--- src/rtl/game_flow_ctrl.sv ---
// game_flow_ctrl: MENU/PLAYING/WON/LOST sequencer tracking health, score and combo.
// Define GAME_FLOW_REGEN_EN to enable health regen on long slice streaks.
module game_flow_ctrl #(
  parameter int MAX_HEALTH       = 8,
  parameter int HIT_DAMAGE       = 2,
  parameter int MISS_DAMAGE      = 1,
  parameter int POINTS_PER_SLICE = 10,
  parameter int MAX_COMBO        = 7
`ifdef GAME_FLOW_REGEN_EN
  , parameter int REGEN_SLICES   = 16
`endif
) (
  input  logic        clk_in,
  input  logic        rst_n_in,
  input  logic        start_btn,
  input  logic        block_sliced,
  input  logic        player_hit_by_obstacle,
  input  logic        block_missed,
  input  logic [17:0] curr_time,
  input  logic [17:0] max_time,
  output logic [1:0]  state,
  output logic [3:0]  health_out,
  output logic [11:0] score_out,
  output logic [2:0]  combo_out,
  output logic        timer_run_out,
  output logic        timer_clr_out,
  output logic        game_over_out
);
  typedef enum logic [1:0] {MENU = 2'd0, PLAYING = 2'd1, WON = 2'd2, LOST = 2'd3} state_t;
  state_t st, n_st;
  logic [3:0]  n_health, hp_dmg, hp;
  logic [11:0] n_score;
  logic [2:0]  n_combo, combo_inc;
  logic        n_clr, n_over, dmg_any;
  logic [4:0]  dmg;
  logic [12:0] sum;
  assign dmg_any   = player_hit_by_obstacle | block_missed;
  assign dmg       = 5'(player_hit_by_obstacle ? HIT_DAMAGE : 0) + 5'(block_missed ? MISS_DAMAGE : 0);
  assign hp_dmg    = (5'(health_out) > dmg) ? 4'(5'(health_out) - dmg) : 4'd0;
  assign sum       = 13'(score_out) + (block_sliced ? 13'(POINTS_PER_SLICE) * (13'(combo_out) + 13'd1) : 13'd0);
  assign combo_inc = (combo_out == 3'(MAX_COMBO)) ? combo_out : combo_out + 3'd1;
`ifdef GAME_FLOW_REGEN_EN
  localparam int SW = $clog2(REGEN_SLICES + 1);
  logic [SW-1:0] streak, n_streak;
  logic          wrap;
  // a regen is dropped whenever damage lands in the same cycle
  assign wrap = block_sliced && !dmg_any && (streak == SW'(REGEN_SLICES - 1));
  assign hp   = (wrap && health_out < 4'(MAX_HEALTH)) ? health_out + 4'd1 : hp_dmg;
`else
  assign hp = hp_dmg;
`endif
  always_comb begin
    n_st     = st;
    n_health = health_out;
    n_score  = score_out;
    n_combo  = combo_out;
    n_clr    = 1'b0;
    n_over   = 1'b0;
`ifdef GAME_FLOW_REGEN_EN
    n_streak = streak;
`endif
    case (st)
      MENU: if (start_btn) begin
        n_st     = PLAYING;
        n_health = 4'(MAX_HEALTH);
        n_score  = '0;
        n_combo  = '0;
        n_clr    = 1'b1;
`ifdef GAME_FLOW_REGEN_EN
        n_streak = '0;
`endif
      end
      PLAYING: begin
        n_health = hp;
        n_score  = sum[12] ? 12'hfff : sum[11:0];
        n_combo  = dmg_any ? 3'd0 : block_sliced ? combo_inc : combo_out;
`ifdef GAME_FLOW_REGEN_EN
        n_streak = (dmg_any || wrap) ? '0 : block_sliced ? streak + 1'b1 : streak;
`endif
        n_st     = (hp == 4'd0) ? LOST : (curr_time >= max_time) ? WON : PLAYING;
        n_over   = hp == 4'd0 || curr_time >= max_time;
      end
      default: n_st = start_btn ? MENU : st;
    endcase
  end
  always_ff @(posedge clk_in or negedge rst_n_in) begin
    if (!rst_n_in) begin
      st            <= MENU;
      health_out    <= '0;
      score_out     <= '0;
      combo_out     <= '0;
      timer_run_out <= 1'b0;
      timer_clr_out <= 1'b0;
      game_over_out <= 1'b0;
`ifdef GAME_FLOW_REGEN_EN
      streak        <= '0;
`endif
    end else begin
      st            <= n_st;
      health_out    <= n_health;
      score_out     <= n_score;
      combo_out     <= n_combo;
      timer_run_out <= n_st == PLAYING;
      timer_clr_out <= n_clr;
      game_over_out <= n_over;
`ifdef GAME_FLOW_REGEN_EN
      streak        <= n_streak;
`endif
    end
  end
  assign state = st;
endmodule

--- config.mk ---
export PLATFORM = sky130hd
export DESIGN_NAME = game_flow_ctrl
export DESIGN_NICKNAME = d
export VERILOG_FILES = /design/src/rtl/game_flow_ctrl.sv
export SDC_FILE = /design/constraint.sdc
export NUM_CORES = 1
export LEC_CHECK = 0
export ABC_CLOCK_PERIOD_IN_PS = 3000
export BUFFER_PORTS_ARGS = -buffer_cell sky130_fd_sc_hd__buf_2
export CORE_MARGIN = 2
export CORE_UTILIZATION = 46
export DETAILED_ROUTE_END_ITERATION = 7
export MAX_ROUTING_LAYER = met4
export PLACE_DENSITY = 0.76
export SETUP_SLACK_MARGIN = 0.1
export SYNTH_ARGS = -nofsm -noshare
export SYNTH_HDL_FRONTEND = slang
export SYNTH_SLANG_ARGS = --single-unit
--- constraint.sdc ---
create_clock -name clk_in -period 3 [get_ports clk_in]
set_input_delay 0.45 -clock clk_in [delete_from_list [all_inputs] [get_ports clk_in]]
set_output_delay 0.45 -clock clk_in [all_outputs]
set_load 0.02 [all_outputs]
# == Yosys cells after proc, flatten, opt, wreduce, memory -nomap -nowiden ==
# Cells that the tools add are included.
# Widths: inputs -> output; s select.
# word_totals
reg_bits,24
in_bits,42
output_inout_bits,24
# op_classes
n_addsub,5
multipliers,1
order_cmp,2
n_eq_ne,6
mux,22
bitwise_logic,1
n_reduce_logical,6
# op_table
cell,count
$mux 12,2
$pmux 12 s2,1
$ge 18x18->1,1
$add 12x8->13,1
$mux 3,4
$mux 2,5
$mux 4,2
$mux 8,1
$pmux 4 s2,1
$mul 3x4->7 const A,1
$ne 3x3->1 const B,2
$pmux 3 s2,1
$add 3x1->4 const B,1
$eq 2x1->1 const B,2
$gt 4x3->1,1
$logic_not 4->1,1
$mux 1,4
$pmux 2 s2,1
$reduce_and 4->1,1
$sub 4x3->4,1
$add 2x1->3,1
$add 3x1->3 const B,1
$eq 3x3->1 const B,1
$logic_not 2->1,1
other kinds (5),5

# == Depth between registers and ports, before layout ==
# depth
word_depth,8
depth_mapped,14
mapped_depth_nobuf,14

# == Least setup slack after synthesis ==
# Ideal clock, no wire load.
# synth_timing
path_type,register to register
start,register combo_out[0]
end,register score_out[11]
setup_time_ns,0.133
arrival_time_ns,3.144
path_slack_ns,-0.277
stages_incl_launch_ff,15
period_less_slack_ns,3.277
path_cell_list,dfrtp_1 > ha_1 > ha_1 > ha_1 > ha_1 > inv_1 > fa_1 > nor2b_1 > ha_1 > o21a_1 > o31a_1 > o21a_1 > o31a_1 > a41oi_1 > a211oi_1
# synth_via
elab_chain_len,6
# synth_rtl
item,line_no,text
from (decl),24,"output logic [2:0] combo_out,"
from (signal assigned),102,combo_out <= n_combo;
$add 3x1->4,40,assign sum = 13'(score_out) + (block_sliced ? 13'(POINTS_PER_SLICE) * (13'(combo_out) + 13'd1) : 13'd0);
$mul 3x4->7,40,
$mux 8,40,
$add 12x8->13,40,
$mux 12,75,n_score = sum[12] ? 12'hfff : sum[11:0];
$pmux 12 s2,62,case (st)
to (signal assigned),101,score_out <= n_score;
to (decl),23,"output logic [11:0] score_out,"
# No other way between the ends.
# A chain may end at the register's enable or synchronous reset.

# == Worst setup path after layout ==
# Same ends and word-level chain as after synthesis.

==> flow_summary_export.csv <==
group,metric,value,unit
status,status,"finished, violations left",
status,violations,"setup timing",
floorplan,core.rowCount,24,
sta,min_period,3.07,ns
logic_synthesis,async_reset_ff_share,100,%
hold_path,min_path_type,"in -> async",
cells_and_area,multi_input_comb_area,0.00144,mm2
cts,cts.sinks,24,
sta,finalSetupTns,-0.276,ns
power_and_ir_drop,irDropWorstVdd,0.293,mV
cts,cts_buffers,3,
cells_and_area,fill_cells,350,
cts,path_clk_slew,0.09,ns
sta,fmax,326,MHz
worst_setup_path,crit_fanout,3,
global_routing,grt_overflow,0,
placed_design,port_buffers,65,
cells_and_area,final_cell_area,0.00274,mm2
sta,finalSetupViolCount,7,
detailed_routing,drt-initial-drc-count,97,
logic_synthesis,ys_ff_latch,24,
sta,fin_crit_sh,102,%
sta,slew_viol_final,0,
sta,fin_worst_skew,0.00511,ns
detailed_routing,drt-total-wl,4860,um
sta,worst_pin_slew,0.545,ns
cells_and_area,syn_to_final_growth,34.7,%
logic_synthesis,syn_inst,233,
detailed_routing,drc,0,
detailed_routing,vias_per_cell,5.39,
sta,rsz0062_at_grt,"true",
global_routing,track_usage,20.7,%
global_routing,grt_pass1_vias,1923,
cells_and_area,final_cell_mix,"buf_2, inv_1, ha_1, dfrtp_1, nand2_1",
cts,root_buffer,"clkbuf_8",
cells_and_area,register_area,603,um2
global_routing,grt_pass1_wl,8220,um
cts,tritoncts,"yes",
detailed_routing,num_vias,1967,
floorplan,start_util,47.4,%
cts,insertion_delay,0.27,ns
detailed_routing,drt_first_pass_iters,4,
logic_synthesis,ys.flop_type,"dfrtp_1",
sta,hold_viol,0,
logic_synthesis,synth_cell_types,48,
sta,slew_headroom,63.3,%
cells_and_area,drive_gt1_share,34.5,%
floorplan,die_x,70.5,um
cts,htreeDepth,1,
placed_design,hpwl,3680,um
floorplan,dieArea,0.00497,mm2
worst_setup_path,worstPathRequired,3.15,ns
logic_synthesis,yosysWarnings,0,
global_routing,grt_max_degree,25,
placed_design,gp_congestion,0.932,
placed_design,placed_area,0.00254,mm2
run,max-cap-violations,0,
floorplan,io_pins,66,
cells_and_area,diodes,0,
floorplan,die_h,70.5,um
power_and_ir_drop,fin_total_pwr,0.00176,W
logic_synthesis,synth_edf_count,0,
sta,finalWorstSetupSlack,-0.0696,ns
logic_synthesis,syn_area_per_cell,8.73,um2
power_and_ir_drop,p_leak,1.45,nW
global_routing,antenna_found_initial,0,
worst_setup_path,crit_path_end_kind,"flip-flop",
logic_synthesis,synth_area,0.00203,mm2
detailed_routing,wl_per_cell,13.3,um
power_and_ir_drop,powerDensity,641,mW/mm2
cells_and_area,layout_commonest_cell,"buf_2",
worst_setup_path,crit_arrival,3.22,ns
sta,holdWs,0.151,ns
cts,holdBufCountCts,0,
cells_and_area,nNetsFinal,392,
worst_setup_path,cp-start-kind,"flip-flop",
cts,cts_buffer_depth,2,
detailed_routing,drt.antenna.violating_nets,0,
worst_setup_path,crit_type,"reg -> reg",
logic_synthesis,ys_seq_area_share,29.5,%
floorplan,core_area,0.00429,mm2
logic_synthesis,synth.net_count,311,
==> sequential cells by signal (all words and copies together) (netlist names) <==
signal	flops
timer_run_out	1
state	2
score_out	12
timer_clr_out	1
combo_out	3
game_over_out	1
health_out	4
==> cell families after synthesis <==
family | Yosys count | share of synthesized area [%]
compound gates | 65 | 21.4
simple gates | 65 | 16.1
buf+inv | 38 | 7.38
fa+ha+maj | 36 | 23.2
flops | 24 | 29.5
xor+xnor | 3 | 1.29
mux | 2 | 1.05
==> synth_stat cells, drive strengths merged (2+ instances only) <==
library cell  count  area share, %
inv              33            6.1
nor3              2           0.49
a22o              2           0.86
and3              3           0.92
nor2             15            2.8
and2              5            1.5
o22ai             3           0.92
dfrtp            24             30
a21oi            13            3.2
clkbuf            4           0.74
nand4             4            1.2
nand3             5            1.5
a22oi             2           0.74
fa                3            3.0
o31a              2           0.86
xnor2             2           0.86
o21a              4            1.5
nand2            21            3.9
a21o              3            1.1
ha               33             20
a211oi            6            2.2
nor2b             5            1.9
o21ai            15            3.9
o211ai            3            1.1
==> critical path, cell delays in order, from the launching register on <==
cell and delay [ns]:
dfrtp_2 0.44, ha_4 0.17, ha_4 0.27, ha_4 0.12, ha_4 0.12, inv_2 0.03, fa_1 0.42, nor2b_1 0.13
ha_1 0.25, o21a_1 0.11, o31a_1 0.12, o21a_1 0.20, o31a_1 0.30, a41oi_2 0.20, a211oi_1 0.07
==> where the power goes <==
group          internal, W  switching (W)
clock             0.000178       0.000111
sequential        0.000413      0.0000881
combinational     0.000391       0.000575
==> worst paths after layout <==
kind | from | to | slack (ns) | cells after the start
hold reg to reg | score_out[0] | score_out[0] | 0.51 | 2
hold / removal | rst_n_in | score_out[8] | 0.15 | 1
max in group asynchronous | rst_n_in | combo_out[1] | 2.46 | 1
min in group clk_in | start_btn | state[1] | 0.41 | 2
setup / recovery | combo_out[0] | score_out[11] | -0.07 | 14
setup reg to reg | combo_out[0] | score_out[11] | -0.07 | 14
==> through the flow <==
step	setup slack [ns]	util, %	instances
after floorplan	-0.0740	-	233
after global placement	-0.00859	59.2	354
after detailed placement	-0.0690	59.2	354
after CTS	-0.0706	63.0	364
after global routing	-0.210	63.8	365
final	-0.0696	63.8	365
==> layer usage <==
| metal | global-route usage [%] | share of wire [%] | vias to the layer above |
|---|---|---|---|
| met5 | - | 0 | - |
| met1 | 24.1 | 45 | 909 |
| met2 | 37.1 | 49 | 61 |
| met4 | 4.91 | 0.58 | 0 |
| met3 | 3.32 | 5.3 | 2 |
| li1 | - | - | 995 |
==> final cells by class <==
| cell class | instances | share of cell area [%] |
|---|---|---|
| Multi-Input combinational cell | 172 | 52.4 |
| Sequential cell | 24 | 22.0 |
| Timing Repair Buffer | 80 | 16.1 |
| Inverter | 33 | 4.52 |
| Tap cell | 52 | 2.37 |
| Clock buffer | 3 | 1.51 |
| Clock inverter | 1 | 1.10 |
==> what timing repair did <==
| action | in CTS | in global routing |
|---|---|---|
| pin swaps | 2 | 3 |
| buffers inserted | 5 | 2 |
| resized for setup | 8 | 6 |
| setup endpoints to repair | 12 | 12 |
| gates cloned | 1 | 0 |
(Power assumes the default switching activity.)
